$ cat src/rtl/fifo_wr_ctrl.sv
// Write-side controller for an asynchronous FIFO: binary/Gray write pointer,
// registered full flag, conservative occupancy, almost-full and sticky overflow.
module fifo_wr_ctrl #(
  parameter int unsigned PTR_WD    = 4,
  parameter int unsigned AF_THRESH = 6
) (
  input  logic              W_CLK,
  input  logic              W_RST,
  input  logic              W_INC,
  input  logic              OVF_CLR,
  input  logic [PTR_WD-1:0] r2w_ptr,
  output logic [PTR_WD-1:0] gray_wr_ptr,
  output logic [PTR_WD-2:0] wr_addr,
  output logic              W_EN,
  output logic              FULL,
  output logic              ALMOST_FULL,
  output logic [PTR_WD-1:0] wr_level,
  output logic              OVERFLOW
);

  logic [PTR_WD-1:0] wr_bin_q, wr_bin_d;
  logic [PTR_WD-1:0] gray_q, gray_d;
  logic              full_q, full_d;
  logic              ovf_q, ovf_d;
  logic [PTR_WD-1:0] rd_bin;
  logic [PTR_WD-1:0] full_cmp;

  always_comb begin
    W_EN     = W_INC & ~full_q;
    wr_bin_d = wr_bin_q + {{(PTR_WD-1){1'b0}}, W_EN};
    gray_d   = wr_bin_d ^ (wr_bin_d >> 1);
    // Full when the next write pointer equals the read pointer with its two MSBs inverted.
    full_cmp = {~r2w_ptr[PTR_WD-1:PTR_WD-2], r2w_ptr[PTR_WD-3:0]};
    full_d   = (gray_d == full_cmp);
  end

  always_comb begin
    rd_bin = '0;
    rd_bin[PTR_WD-1] = r2w_ptr[PTR_WD-1];
    for (int unsigned i = 1; i < PTR_WD; i++) begin
      rd_bin[PTR_WD-1-i] = rd_bin[PTR_WD-i] ^ r2w_ptr[PTR_WD-1-i];
    end
  end

  always_comb begin
    wr_level    = wr_bin_q - rd_bin;
    ALMOST_FULL = (32'(wr_level) >= AF_THRESH);
  end

  always_comb begin
    ovf_d = ovf_q;
    if (W_INC && full_q) begin
      ovf_d = 1'b1;
    end else if (OVF_CLR) begin
      ovf_d = 1'b0;
    end
  end

  always_ff @(posedge W_CLK or negedge W_RST) begin
    if (!W_RST) begin
      wr_bin_q <= '0;
      gray_q   <= '0;
      full_q   <= 1'b0;
      ovf_q    <= 1'b0;
    end else begin
      wr_bin_q <= wr_bin_d;
      gray_q   <= gray_d;
      full_q   <= full_d;
      ovf_q    <= ovf_d;
    end
  end

  assign gray_wr_ptr = gray_q;
  assign wr_addr     = wr_bin_q[PTR_WD-2:0];
  assign FULL        = full_q;
  assign OVERFLOW    = ovf_q;

endmodule

$ cat config.mk
export PLATFORM = sky130hd
export DESIGN_NAME = fifo_wr_ctrl
export DESIGN_NICKNAME = d
export VERILOG_FILES = /design/src/rtl/fifo_wr_ctrl.sv
export SDC_FILE = /design/constraint.sdc
export NUM_CORES = 1
export LEC_CHECK = 0
export CORE_MARGIN = 2
export CORE_UTILIZATION = 30
export DETAILED_ROUTE_END_ITERATION = 10
export PLACE_DENSITY = 0.58
export SLEW_MARGIN = 10
export SYNTH_ARGS = -nofsm -noshare
export SYNTH_HDL_FRONTEND = slang
export SYNTH_SLANG_ARGS = --single-unit
$ cat constraint.sdc
create_clock -name W_CLK -period 9.7 [get_ports W_CLK]
set_clock_uncertainty 0.1 [all_clocks]
set_input_delay 2.91 -clock W_CLK [delete_from_list [all_inputs] [get_ports W_CLK]]
set_output_delay 2.91 -clock W_CLK [all_outputs]
set_load 0.1 [all_outputs]
==> metrics, run 1 <==
CTS clk-pin slew, worst paths 60 ps; final worst slack 1290 ps; minimum clock period 8410 ps; post-synthesis sequential area ratio 42.0%; final setup vio count 0; global placer's final weighted congestion 0.649; remaining global-route overflow 0; initial antenna violation count 0; Tcrit/Tclk final 86.7%; measured slew at the worst slew-check pin 971 ps; post-route ant nets 0; WL per Instance 9.64 µm; dpl ws 1260 ps; CP endpoint ALMOST_FULL; Detail Placement HPWL 877 µm; critical path, cell by cell clkdlybuf4s50_1, xnor2_1, xor2_1, xnor2_1, ha_1, inv_1, fa_1, xor2_2, nand2_1, o21ai_0, buf_4; FF-to-FF path depth 7; I/O Buffers 22; root buf cell clkbuf_4; All-Layer GR Usage 11.5%; Worst-Skew Late Latency 250 ps; Setup crit start r2w_ptr[3]; Hold WC Path Type reg -> reg; Net Count, Synth 64; max incr delay on CP 470 ps; H-tree depth 1; Critical Path Sink Type primary output; first-pass GRT wire length 1.64 mm; DRC Markers 0; Crit Path Class in -> out; Longest Clk Path Bufs 2; count of final max-slew check failures 0; Yosys top cell by area dfrtp_1; CP arrival 5400 ps; Most Frequent Cell on Critical Path xnor2_1; # diodes 0; Iter 0 DRT Violations 1; worst r2r dst FULL; Max Fclk 119 MHz; FP Rows 15; die area 2140 µm²; Crit path depth 11; RSZ-0062 raised after global routing no; Cells after Synth 50; setup tns final 0 ps; maxcap violations 0; hold buffer count at CTS 0; relative slew slack 35.0%; Worst R2R Setup Slack 7550 ps; status completed; fraction of registers with async set/reset 100%; CP top delay family XOR/XNOR gates; top-area cell type share of the netlist area 42.0%; largest net degree at the start of global routing 10; Synth top cells by count dfrtp_1, xor2_1, inv_1; CTS tree built; Fillers 163; detailed-route via count 422; Area contributors post-synth dfrtp_1, xor2_1, ha_1; Pre-Repair DR Iteration Count 3; CTS sink count 9; Synth cell types 16; CTS Buf Count 3; crit start category input pin; CP max stage cell clkdlybuf4s50_1; Starting Density 31.4%; hold_ws 422 ps; vias per cell 4.18; Final Cell Area 810 µm²; Synth Register Bits 9; # Post-CTS Setup Buffers 0; Top Ports 23; CP Max Fanout 4; post-cts resize count 0; Syn Area/Cell 10.7 µm²; Net count, final 91; number of synthesized flops with an enable pin 0; synth warn 0; Post-Syn Area 537 µm²; routed wire length 974 µm; Core Footprint 1710 µm²; Post-DP Area 783 µm²; Final Hold Vio Count 0; Die W 46.3 µm; Top FF cell, synth dfrtp_1; Synth-to-Final Area Change 50.8%; RR Startpoint FULL; CP required 6690 ps; vias in the first global route 401; fraction of layout cells with a size suffix above 1 13.2%; Buf/Inv on CP 3; Die Y 46.3 µm
-- worst min-delay path: cells and delay by family (launching register included) --
family | cells | cell delay, ps
compound gates | 1 | 60
simple gates | 1 | 50
flops | 1 | 370
-- worst min-delay path by stage --
stage | start | endpoint | depth (start not counted) | slack [ps]
detailed placement | FULL | OVERFLOW | 2 | 420
global placement | FULL | OVERFLOW | 2 | 420
global route | OVERFLOW | OVERFLOW | 2 | 450
finish | FULL | OVERFLOW | 2 | 420
CTS | OVERFLOW | OVERFLOW | 2 | 440
floorplan | OVERFLOW | OVERFLOW | 2 | 860
-- layout make-up --
class | count | area, µm² | area share, %
Clock buffer | 4 | 26.3 | 3.25
Multi-Input combinational cell | 35 | 297 | 36.6
Inverter | 6 | 22.5 | 2.78
Tap cell | 25 | 31.3 | 3.86
Timing Repair Buffer | 22 | 208 | 25.7
Sequential cell | 9 | 225 | 27.8
-- per-layer routing --
metal | share of wire (%) | wire (µm) | track usage, %
met3 | 4.0 | 39 | 2.35
met4 | 0.92 | 9 | 10.3
met2 | 51 | 495 | 17.8
met5 | 0 | 0 | 0
met1 | 44 | 429 | 13.2
-- cells by family after synthesis --
family / after synthesis / share of synthesized area [%]
buf+inv: 6 / 4.20
flops: 9 / 42.0
xor+xnor: 13 / 22.6
simple gates: 11 / 10.7
fa+ha+maj: 6 / 15.4
compound gates: 5 / 5.13
-- cells in the final DEF, fill, tap and decap left out, types with 3 or more instances in the layout --
| cell type | Yosys | routed |
|---|---|---|
| xnor2_1 | 3 | 3 |
| nand3_1 | 3 | 3 |
| xor2_1 | 9 | 8 |
| clkdlybuf4s50_1 | 0 | 17 |
| inv_1 | 6 | 6 |
| buf_4 | 0 | 5 |
| dfrtp_1 | 9 | 9 |
| ha_1 | 5 | 5 |
| clkbuf_4 | 0 | 3 |
| o21ai_0 | 3 | 3 |
-- flip-flops by register name, summed over array words and instances, names as in the netlist --
name / flops
FULL: 1
OVERFLOW: 1
gray_wr_ptr: 4
wr_bin_q: 3
-- through the flow --
stage          utilization (%)  cells
5_1_grt                   47.4    101
3_3_place_gp              45.9     97
3_5_place_dp              45.9     97
6_report                  47.4    101
2_1_floorplan                -     50
4_1_cts                   47.4    101
Power of run 1 is not shown: default switching activity piles up to over one toggle a cycle in this logic, so the estimate is an artifact.
==> inputs of run 2 (changes only) <==
DONT_BUFFER_PORTS = 1   (was not set)
PLACE_DENSITY = 0.42   (was 0.58)
==> run 2 against run 1 <==
Effect of this change:
- worst hold slack better by 490 ps
- setup slack better by 110 ps
- via count is 16% lower
- highest routed layer is now met3
- wire length is 0.41% higher
- core utilization is 11 points lower
- global-route usage is 0.36 points lower
- cell count is 20% lower
- register-to-register slack worse by 1400 ps
- critical path depth is 1 lower
==> metrics, run 2 (synthesis results as in run 1) <==
FP Rows 15; RR Startpoint FULL; final setup vio count 0; Final Hold Vio Count 0; Critical Path Sink Type primary output; DRC Markers 0; RSZ-0062 raised after global routing no; vias per cell 4.37; Hold Path End OVERFLOW; FF-to-FF path depth 7; All-Layer GR Usage 11.2%; Die W 46.3 µm; area of the multi-input gates 305 µm²; Hold WC Path Type reg -> reg; H-tree depth 1; Setup crit start r2w_ptr[3]; Final Cell Area 626 µm²; Detail Placement HPWL 869 µm; CP arrival 5290 ps; Worst-Skew Late Latency 250 ps; Iter 0 DRT Violations 0; worst r2r dst FULL; maxcap violations 0; most common cell after layout, fill and taps aside dfrtp_1; max incr delay on CP 430 ps; # diodes 0; Synth-to-Final Area Change 16.6%; Buf/Inv on CP 2; Longest Clk Path Bufs 2; Net count, final 71; relative slew slack 26.9%; hold path depth 2; Worst R2R Setup Slack 6180 ps; I/O Buffers 0; Tcrit/Tclk final 85.5%; # Post-CTS Setup Buffers 0; max FFs per register 4; largest net degree at the start of global routing 10; CP Max Fanout 4; minimum clock period 8300 ps; Max Fclk 121 MHz; Post-DP Area 599 µm²; routed wire length 978 µm; WL per Instance 12.1 µm; Fillers 179; Crit Path Class in -> out; crit start category input pin; fraction of layout cells with a size suffix above 1 17.9%; global placer's final weighted congestion 0.631; vias in the first global route 402; Pre-Repair DR Iteration Count 1; post-route ant nets 0; most frequent cells in the layout dfrtp_1, xor2_1, inv_1; first-pass GRT wire length 1.64 mm; critical path, cell by cell xnor2_1, xor2_1, xnor2_1, ha_1, inv_1, fa_1, xor2_2, buf_4, nand2_1, o21ai_2; detailed-route via count 354; CP max stage cell o21ai_2; CTS tree built; status completed; Top Ports 23; hold buffer count at CTS 0; worst hold start OVERFLOW; Register Area 225 µm²; measured slew at the worst slew-check pin 1090 ps; remaining global-route overflow 0; root buf cell clkbuf_4; CP required 6690 ps; Core Footprint 1710 µm²; post-cts resize count 0; die area 2140 µm²; CTS Buf Count 3; Starting Density 31.4%; Most Frequent Cell on Critical Path xnor2_1; CTS sink count 9; setup tns final 0 ps; count of final max-slew check failures 0; CTS clk-pin slew, worst paths 60 ps; Die Y 46.3 µm; initial antenna violation count 0; CP top delay family XOR/XNOR gates
run 2: cell types whose count changed in the layout (fill, tap and decap cells not counted), sizes merged:
cell           change
clkdlybuf4s50     -17
buf                -3
run 2: routing by layer:
| layer | up-vias | global-route usage [%] | routed length, µm |
|---|---|---|---|
| li1 | 173 | - | - |
| met1 | 171 | 11.2 | 346 |
| met2 | 10 | 19.7 | 567 |
| met3 | 0 | 2.35 | 65 |
| met4 | 0 | 8.57 | 0 |
| met5 | - | 0 | 0 |
run 2: area by class of cell:
type,count,share of cell area [%]
inverters,6,3.60
multi-input cells,35,48.8
well taps,25,5.00
repair buffers,2,2.40
flip-flops and latches,9,36.0
clock buffers,4,4.20
run 2: worst min-delay path, delay by kind of cell (launching register included):
family	cells	cell delay, ps
buffers and inverters	1	140
AO/OA/AOI/OAI	1	90
flip-flops	1	730
run 2: per-stage QoR:
stage          std cells  util [%]  hold WS, ps  worst slack [ps]
3_5_place_dp          77      35.1          903              1360
4_1_cts               81      36.6          911              1360
5_1_grt               81      36.6          984              1230
2_1_floorplan         50         -          863               441
3_3_place_gp          77      35.1          890              1420
6_report              81      36.6          908              1400
run 2: worst max-delay path by stage:
stage	end	slack, ps	cells after the start
after floorplan	ALMOST_FULL	440	9
after global placement	ALMOST_FULL	1420	10
after detailed placement	ALMOST_FULL	1360	10
after CTS	ALMOST_FULL	1360	10
after global routing	ALMOST_FULL	1230	10
final	ALMOST_FULL	1400	10
Power of run 2 is left out for the same reason.
==> inputs of run 3 (changes only) <==
CORE_MARGIN = not set   (was 2)
==> run 3 against run 2 <==
Effect of this change:
- maximum frequency is 0.19% lower
- critical path type unchanged
- critical endpoint unchanged
- wire length is 0.51% higher
- clock-buffer cell count stayed put
- worst hold slack worse by 9.3 ps
- sequential share of layout area is 0.072 points higher
- first-iteration DRC count is 3 higher
- cell count is 1.2% lower
- die area is 8.5% lower
- core utilization is 2.5 points higher
- flip-flop and latch count stayed put
- non-clock buffer count stayed put
- critical path depth stayed put
==> metrics, run 3 (synthesis results as in run 1) <==
status completed; root buf cell clkbuf_4; most common cell after layout, fill and taps aside dfrtp_1; WL per Instance 12.3 µm; max FFs per register 4; I/O Buffers 0; Tcrit/Tclk final 85.7%; relative slew slack 26.9%; fraction of layout cells with a size suffix above 1 17.9%; most frequent cells in the layout dfrtp_1, xor2_1, inv_1; largest net degree at the start of global routing 10; CP Max Fanout 4; vias per cell 4.49; initial antenna violation count 0; All-Layer GR Usage 12.5%; Die W 44.3 µm; RSZ-0062 raised after global routing no; vias in the first global route 407; Net count, final 71; die area 1960 µm²; CTS sink count 9; routed wire length 983 µm; detailed-route via count 359; FP Rows 14; count of final max-slew check failures 0; CTS tree built; Critical Path Sink Type primary output; final setup vio count 0; H-tree depth 1; global placer's final weighted congestion 0.684; Final Hold Vio Count 0; Core Footprint 1590 µm²; Iter 0 DRT Violations 3; Pre-Repair DR Iteration Count 3; hold buffer count at CTS 0; Hold WC Path Type reg -> reg; Longest Clk Path Bufs 2; Detail Placement HPWL 860 µm; post-route ant nets 0; CP arrival 5300 ps; Synth-to-Final Area Change 16.3%; first-pass GRT wire length 1.79 mm; Top Ports 23; # Post-CTS Setup Buffers 0; DRC Markers 0; minimum clock period 8310 ps; crit start category input pin; maxcap violations 0; Layout Utilization 39.2%; CTS clk-pin slew, worst paths 60 ps; Worst-Skew Late Latency 240 ps; Die Y 44.3 µm; post-cts resize count 0; Starting Density 33.7%; Max Fclk 120 MHz; measured slew at the worst slew-check pin 1090 ps; setup tns final 0 ps; Crit Path Class in -> out; CTS Buf Count 3; # diodes 0; CP required 6690 ps; remaining global-route overflow 0
==> run 3: area by class of cell <==
class	count	area, µm²
Timing Repair Buffer	2	15.0
Clock buffer	4	26.3
Fill cell	168	970
Inverter	6	22.5
Sequential cell	9	225
Tap cell	24	30.0
Multi-Input combinational cell	35	305
==> run 3: routing by layer <==
metal	vias to the layer above	GRT usage (%)	wire length [µm]
li1	172	-	-
met4	0	7.27	10
met1	176	13.8	387
met5	-	0	0
met3	2	1.63	47
met2	9	22.6	539
==> run 3: final timing paths <==
path,slack (ps),cells past startpoint,end,start
worst max register to register,6190,7,FULL,FULL
min in group asynchronous,2250,0,gray_wr_ptr[0],W_RST
max in group asynchronous,7180,0,gray_wr_ptr[2],W_RST
worst max-delay path,1390,10,ALMOST_FULL,r2w_ptr[3]
worst min-delay path,900,2,OVERFLOW,OVERFLOW
worst min register to register,900,2,OVERFLOW,OVERFLOW
==> run 3: worst max-delay path, cell delays in order <==
cell and delay (ps):
xnor2_1 230, xor2_1 370, xnor2_1 170, ha_1 190
inv_1 50, fa_1 400, xor2_2 130, buf_4 300
nand2_1 110, o21ai_2 420
==> run 3: per-stage QoR <==
step                      cell area, µm²  hold WS, ps  setup WS, ps  std cells
final                                624          898          1390         80
after global routing                 624          963          1180         80
after CTS                            624          902          1360         80
after detailed placement             598          893          1360         76
after global placement               598          893          1430         76
after floorplan                      544          863           441         50
Power of run 3 is left out for the same reason.
